**src/rtl/lcd_bus_sequencer.sv**
```systemverilog
// Turns each STROBE toggle of the LCD register word into one timed HD44780 bus cycle
// (setup, EN pulse, hold, command gap) with a one-deep pending buffer behind it.
module lcd_bus_sequencer #(
  parameter int T_SETUP = 4,
  parameter int T_PW    = 25,
  parameter int T_HOLD  = 2,
  parameter int T_GAP   = 2000,
  parameter int CNT_W   = 16
) (
  input  logic        clk_i,
  input  logic        rst_ni,
  input  logic [31:0] lcd_word_i,
  input  logic [7:0]  lcd_data_i,
  output logic        lcd_on_o,
  output logic        lcd_en_o,
  output logic        lcd_rs_o,
  output logic        lcd_rw_o,
  output logic [7:0]  lcd_data_o,
  output logic        lcd_data_oe_o,
  output logic        busy_o,
  output logic        done_o,
  output logic [7:0]  rd_data_o,
  output logic        drop_o
);
  typedef enum logic [2:0] {IDLE, SETUP, PULSE, HOLD, WAIT} state_t;
  typedef struct packed {
    logic       rs;
    logic       rw;
    logic [7:0] data;
  } req_t;

  state_t           state, state_nxt;
  logic [CNT_W-1:0] cnt, cnt_ld;
  logic             strobe_q, pend_q, on_q, drop_q;
  req_t             cur_q, pend_req_q, word_req;
  logic [7:0]       rd_q;
  logic             req, last, busy, wait_end;
  logic             unused;

  assign unused   = ^{lcd_word_i[30:12], lcd_word_i[10]};
  assign word_req = {lcd_word_i[9], lcd_word_i[8], lcd_word_i[7:0]};
  assign req      = lcd_word_i[11] ^ strobe_q;
  assign last     = (cnt == '0);
  assign busy     = (state != IDLE);
  assign wait_end = (state == WAIT) && last;

  // State register, counter and captured fields
  always_ff @(posedge clk_i or negedge rst_ni) begin
    if (!rst_ni) begin
      state      <= IDLE;
      cnt        <= '0;
      strobe_q   <= 1'b0;
      on_q       <= 1'b0;
      pend_q     <= 1'b0;
      drop_q     <= 1'b0;
      cur_q      <= '0;
      pend_req_q <= '0;
      rd_q       <= '0;
    end else begin
      state    <= state_nxt;
      strobe_q <= lcd_word_i[11];
      on_q     <= lcd_word_i[31];
      if (state_nxt != state) cnt <= cnt_ld;
      else if (!last)         cnt <= cnt - 1'b1;
      if (state == IDLE && req)         cur_q <= word_req;
      else if (wait_end && state_nxt == SETUP)
        cur_q <= pend_q ? pend_req_q : word_req;
      // A request arriving on the last WAIT cycle bypasses the buffer directly into SETUP
      if (wait_end) pend_q <= 1'b0;
      else if (busy && req && !pend_q) begin
        pend_q     <= 1'b1;
        pend_req_q <= word_req;
      end
      if (busy && req && pend_q) drop_q <= 1'b1;
      if (state == PULSE && last && cur_q.rw) rd_q <= lcd_data_i;
    end
  end

  // Next-state and counter reload
  always_comb begin
    state_nxt = state;
    unique case (state)
      IDLE:    if (req)  state_nxt = SETUP;
      SETUP:   if (last) state_nxt = PULSE;
      PULSE:   if (last) state_nxt = HOLD;
      HOLD:    if (last) state_nxt = WAIT;
      WAIT:    if (last) state_nxt = (pend_q || req) ? SETUP : IDLE;
      default: state_nxt = IDLE;
    endcase
    cnt_ld = '0;
    unique case (state_nxt)
      SETUP:   cnt_ld = CNT_W'(T_SETUP - 1);
      PULSE:   cnt_ld = CNT_W'(T_PW - 1);
      HOLD:    cnt_ld = CNT_W'(T_HOLD - 1);
      WAIT:    cnt_ld = CNT_W'(T_GAP - 1);
      default: cnt_ld = '0;
    endcase
  end

  // Outputs decoded from state so a reset drops EN at once
  always_comb begin
    lcd_on_o      = on_q;
    lcd_en_o      = (state == PULSE);
    lcd_rs_o      = cur_q.rs;
    lcd_rw_o      = cur_q.rw;
    lcd_data_o    = cur_q.data;
    lcd_data_oe_o = ~cur_q.rw && (state == SETUP || state == PULSE || state == HOLD);
    busy_o        = busy;
    done_o        = wait_end;
    rd_data_o     = rd_q;
    drop_o        = drop_q;
  end
endmodule

```
**config.mk**
```make
export PLATFORM = sky130hd
export DESIGN_NAME = lcd_bus_sequencer
export DESIGN_NICKNAME = d
export VERILOG_FILES = /design/src/rtl/lcd_bus_sequencer.sv
export SDC_FILE = /design/constraint.sdc
export NUM_CORES = 1
export LEC_CHECK = 0
export CORE_UTILIZATION = 30
export CTS_CLUSTER_DIAMETER = 150
export CTS_CLUSTER_SIZE = 16
export DETAILED_ROUTE_END_ITERATION = 7
export GPL_ROUTABILITY_DRIVEN = 0
export GPL_TIMING_DRIVEN = 0
export SYNTH_ARGS = -nofsm -noshare
export SYNTH_HDL_FRONTEND = slang
export SYNTH_SLANG_ARGS = --single-unit
```
**constraint.sdc**
```tcl
create_clock -name clk_i -period 3.5 [get_ports clk_i]
set_clock_uncertainty 0.2 [all_clocks]
set_input_delay 1.05 -clock clk_i [delete_from_list [all_inputs] [get_ports clk_i]]
set_output_delay 1.05 -clock clk_i [all_outputs]
set_load 0.02 [all_outputs]
```
==> results of run 1 <==
what timing repair did:
item	4_1_cts	5_1_grt
setup endpoints to repair	1	3
setup buffers	3	4
pin swaps	1	1
gates resized for setup	6	5
metal layers:
| layer | share of wire | track usage |
|---|---|---|
| met1 | 0.48 | 0.1844 |
| met2 | 0.45 | 0.2232 |
| met3 | 0.061 | 0.04386 |
| met4 | 0.015 | 0.03788 |
| met5 | 0 | 0 |
how the worst max path moves through the flow:
stage                        start            end  slack (ns)  depth (start not counted)
after floorplan             cnt[0]         done_o        0.34                          6
after global placement      rst_ni       state[1]       -0.42                          1
after detailed placement    cnt[1]         done_o       -0.37                          7
after CTS                   cnt[1]         done_o       0.004                          6
after global routing      state[2]  lcd_data_oe_o        0.01                          4
final                     state[2]  lcd_data_oe_o        0.15                          4
critical path, cell delays in order (launching register included):
cell,delay (ns)
dfrtp_1,0.40
clkbuf_1,0.22
buf_1,0.27
nor3_1,0.26
clkdlybuf4s50_1,0.64
kinds of logic after synthesis:
group           Yosys count  share of synthesized area
simple gates             70                     0.1622
flops                    51                     0.4909
compound gates           43                     0.1078
mux                      42                     0.1790
buf+inv                  16                    0.02839
xor+xnor                  8                    0.02695
fa+ha+maj                 1                   0.004812
area by class of cell:
cell class / count / area [um2]
Multi-Input combinational cell: 164 / 1262
Sequential cell: 51 / 1276
Inverter: 4 / 15.01
Buffer: 10 / 53.80
Fill cell: 780 / 4918
Clock buffer: 6 / 82.58
Timing Repair Buffer: 53 / 520.5
Tap cell: 105 / 131.4
Clock inverter: 2 / 38.79
registers in the layout, summed over array words and instances, names as in the netlist:
| name | count |
|---|---|
| drop_o | 1 |
| cnt | 16 |
| pend_q | 1 |
| pend_req_q | 10 |
| state | 3 |
| strobe_q | 1 |
| lcd_rs_o | 1 |
| lcd_data_o | 8 |
| lcd_rw_o | 1 |
| lcd_on_o | 1 |
| rd_data_o | 8 |
where the power goes:
group / total [mW] / leakage, nW / switching (mW) / internal (mW)
registers: 0.633 / 0.614 / 0.0139 / 0.619
logic: 0.116 / 0.679 / 0.0435 / 0.0722
clock network: 0.446 / 0.0618 / 0.211 / 0.236
total: 1.19 / 1.35 / 0.268 / 0.927
cell usage after synthesis, types with 2 or more instances:
master and count:
dfrtp_1 51, mux2_2 36, nor2_1 13, o21ai_0 13, a21oi_1 10, nand2_1 8
nor3_1 8, or4_1 7, clkbuf_1 6, mux2i_1 6, o31ai_1 6, a211oi_1 5
nand3_1 5, inv_1 4, nand3b_1 4, nor4_1 4, xnor2_1 4, xor2_1 4
nand4_1 3, or3_1 3, a21o_1 2, and2_1 2, buf_1 2, buf_2 2
nor2b_1 2, nor3b_1 2, or2_2 2, or4_4 2
stage by stage:
step	setup TNS (ns)	hold slack, ns
5_1_grt	0	0.2886
2_1_floorplan	0	0.2767
4_1_cts	0	0.2758
3_5_place_dp	-0.3745	0.2524
3_3_place_gp	-21.54	0.2409
6_report	0	0.2650
==> metrics, run 1 <==
Crit. End Element=output pin; EDFF count, synth=0; first drt pass iteration count=4; Die Y=95.10 um; max_cap viols=0; worst min path class=flip-flop to flip-flop; RSZ-0062 raised after global routing=false; DRC viols=0; ranking of synthesized cells by area=dfrtp_1 (49%), mux2_2 (16%), o21ai_0 (2.5%); Fmax=298.9 MHz; vias in the first global route=2038; Setup violations, final=0; number of distinct library cells after synthesis=43; worst reg2reg endpoint=lcd_data_o[3]; clk slew on worst S/H paths=0.10 ns; routed len/inst=14.60 um; Final Util=0.4074; area leader, netlist=dfrtp_1; Tmin final=3.346 ns; R2R Setup Slk=0.80 ns; Max FO, Critical Path=10; syn_area_per_cell=about 11 um2; commonest non-fill, non-tap cell in the layout=dfrtp_1; most frequent cells in the layout=dfrtp_1 (51), clkdlybuf4s50_1 (43), mux2_2 (36); Ys Warns=0; Peak VDD IR=0.0001993 V; fin cells=395; Worst EP arrival=around 2.1 ns; worst setup margin=roughly 0.15 ns; DP Area=3204 um2; first-pass GRT wire length=9887 um; largest net degree at the start of global routing=31; Post-Route WL=5766 um; total CTS buffers=5; PD cells=about 350 nW/um2; Syn Nets=roughly 270; Starting DRT DRC Count=between 100 and 150; final instance area=3381 um2; Root Buffer=clkbuf_8; final hold vios=0; area grow syn2layout=30.03%; hold_sp=drop_o; Max Slew Vio Count=0; Yosys reg bits=51; main flop type after synthesis=dfrtp_1; Worst-Margin Slew=0.9664 ns; reg-to-reg critical path startpoint=state[0]; Worst Setup Path Type=flip-flop to output pin; NumNets Final=between 300 and 400; layout cell share with drive strength beyond 1=0.2483; Die X=around 95 um; CTS tree=built; H-tree depth=2; DP Cell Count=382; Netlist Area Pre-Place=2600 um2; hold_buf cts=0; Ant. Diodes=0; Clk Latency, worst-skew pair=slightly above 0.3 ns; Synth top area share=0.4909; Vias=roughly 2000; final period utilization=0.9559; Starting Density=0.3133; die area=9043 um2; initial antenna violation count=0; post-synthesis sequential area ratio=0.4909; run status=complete, no violations; clk sinks=a little over 50; Power Total=~1.2 mW; Boundary Pins=66; row cnt=33; pre-CTS WS=-0.3745 ns; Clock Tree Buf Depth=2; global route overflow=0; reg2reg path depth=4; Min-Delay Path Depth=1; Avg Vias per Cell=5.058; Core ar.=8299 um2; port bufs=45; Antenna Nets Post-Route=0; global-route usage over all layers=0.1405; element type at the critical path start=flip-flop; Static Leak=1.354 nW; Synth async-reset ratio=1.000; Detailed Place HPWL=4093 um; relative slew slack=0.3514; Critical Path RT=2.25 ns; Syn Inst Count=about 230; Hold EP=drop_o
Note: power is estimated with default switching activity, not from simulation.
==> run 2: changes to the inputs <==
Settings changed: SLEW_MARGIN set to 20.
==> run 2 against run 1 <==
Sequential share of layout area rose by 0.33 points. Fmax decreased by 0.76%. Sequential power about the same. Critical path type unchanged. Clock-buffer cell count unchanged. Critical path depth up 1. Wire length shrank 0.80%. Die area is the same. Non-clock buffer count is 1 lower. Largest power group unchanged. Register-to-register slack lost 0.16 ns. Clock power is 2% lower.
==> metrics, run 2 (same netlist as run 1, synthesis figures left out) <==
run status=complete, no violations; Reg with most FFs=cnt; global-route usage over all layers=0.1389 (-0.001578); Avg Vias per Cell=5.099 (+0.81%); final period utilization=0.9632 (+0.007285); routed len/inst=14.52 um (-0.55%); NumNets Final=331 (-0.30%); Starting Density=0.3133 (unchanged); Worst EP arrival=2.12 ns (+0.02 ns); Tmin final=3.371 ns (+0.02550 ns); Worst Setup Path Type=flip-flop to output pin; grt met2 use=0.2173 (-0.005952); met1 Usage GRT=0.1912 (+0.006860); Static Leak=1.340 nW (-1.0%); Max Slew Vio Count=0 (unchanged); first-pass GRT wire length=9811 um (-0.77%); Post-Route WL=5720 um (-0.80%); Boundary Pins=66 (unchanged); Die Y=95.10 um (unchanged); Core ar.=8299 um2 (unchanged); global route overflow=0 (unchanged); clk sinks=51 (unchanged); top flop regs=cnt (16), pend_req_q (10); RSZ-0062 raised after global routing=false; Antenna Nets Post-Route=0 (unchanged); relative slew slack=0.3503 (-0.001156); R2R Setup Slk=0.64 ns (-0.16 ns); first drt pass iteration count=4 (unchanged); Peak VDD IR=0.0001992 V (about the same); M3 GR Usage=0.04067 (-0.003190); Fmax=296.6 MHz (-0.76%); Final Util=0.4042 (-0.003166); clk slew on worst S/H paths=0.09 ns (about the same); Crit-path slowest cell=or4_1; max_cap viols=0 (unchanged); CTS tree=built; Die X=95.10 um (unchanged); DP Area=3179 um2 (-0.78%); largest net degree at the start of global routing=52 (+68%); DRC viols=0 (unchanged); crit path buf inv count=2 (-1); busiest layer in global routing=met2; area grow syn2layout=29.02%; cell chain of the critical path=or4_1 > clkbuf_4 > nor4_4 > and2_4 > buf_2; Vias=2009 (+0.55%); Starting DRT DRC Count=125 (+15%); port bufs=45 (unchanged); Clock Tree Buf Depth=2 (unchanged); initial antenna violation count=0 (unchanged); vias in the first global route=2007 (-1.5%); Critical Path RT=2.25 ns (about the same); Root Buffer=clkbuf_8; die area=9043 um2 (unchanged); H-tree depth=2 (unchanged); most frequent cells in the layout=dfrtp_1 (50), clkdlybuf4s50_1 (43), mux2_2 (36); max reg flops=16 (unchanged); Max FO, Critical Path=8 (-2); Crit. End Element=output pin; Clk Latency, worst-skew pair=0.30 ns (about the same); total CTS buffers=5 (unchanged); element type at the critical path start=flip-flop; Worst-Margin Slew=0.9681 ns (+0.001722 ns); row cnt=33 (unchanged); largest stage delay on the critical path=0.52 ns (-0.12 ns); Detailed Place HPWL=3997 um (-2.3%); PD cells=352.8 nW/um2 (-0.15%); layout cell share with drive strength beyond 1=0.2491 (+0.0008591); final hold vios=0 (unchanged); commonest non-fill, non-tap cell in the layout=dfrtp_1; fill count=773 (-0.90%); Crit path max-delay family=simple AND/OR/NAND/NOR gates; final instance area=3354 um2 (-0.78%); Ant. Diodes=0 (unchanged); worst min path class=flip-flop to flip-flop; Setup violations, final=0 (unchanged)
## run 2: changes by cell type in the layout (fill, tap and decap cells not counted), sizes merged
cell / change
buf: -2
clkbuf: +1
## run 2: power breakdown
group          total, mW  internal, mW  switching, mW
clock              0.439         0.235          0.203
sequential         0.633         0.619         0.0138
combinational      0.112        0.0694         0.0431
## run 2: per-layer routing
metal / share of wire / vias up
li1: - / 973
met1: 0.48 / 987
met2: 0.45 / 45
met3: 0.063 / 4
met4: 0.0040 / 0
met5: 0 / -
## run 2: area by class of cell
class                   count  area, um2  share of cell area
clock inverters             2      38.79             0.01156
clock buffers               6      82.58             0.02462
plain buffers              11      58.81             0.01753
repair buffers             51      488.0              0.1455
multi-input cells         164       1262              0.3764
inverters                   4      15.01            0.004476
flip-flops and latches     51       1277              0.3808
well taps                 105      131.4             0.03916
## run 2: worst register-to-register path, cell delays in order, from the launching register on
cell and delay (ns):
dfrtp_1 0.41, inv_1 0.07, ha_2 0.20, or3b_4 0.42
buf_4 0.18, o41ai_2 0.55, and2_1 0.20, buf_4 0.19
mux2_2 0.35
## run 2: final timing paths
check | from | to | cells after the start
hold / removal | drop_o | drop_o | 1
hold reg to reg | drop_o | drop_o | 1
setup reg to reg | cnt[1] | lcd_data_o[4] | 8
min in group asynchronous | rst_ni | rd_data_o[7] | 1
max in group asynchronous | rst_ni | cnt[5] | 1
setup / recovery | cnt[4] | done_o | 5
## run 2: timing repair
item,4_1_cts,5_1_grt
setup endpoints to repair,1,2
hold buffers,0,0
buffers inserted,4,2
gates resized for setup,6,8
cloned,0,0
pin swaps,1,1
## run 2: metrics by stage
step | cells | hold WS [ns] | setup WS (ns) | TNS (ns) | total power [mW]
finish | 394 | 0.2696 | 0.1289 | 0 | 1.184
global route | 394 | 0.2898 | 0.01746 | 0 | 1.243
CTS | 392 | 0.2745 | 0.01153 | 0 | 1.207
detailed placement | 381 | 0.2522 | -0.3941 | -0.3941 | 0.7580
global placement | 381 | 0.2409 | -0.4171 | -21.54 | 0.7556
floorplan | 231 | 0.2767 | 0.3420 | 0 | 0.7012
==> run 3: changes to the inputs <==
Settings changed: CTS_CLUSTER_SIZE 16 to 40.
==> results of run 3 <==
No change in the layout: final DEF, timing and power equal those of run 2.
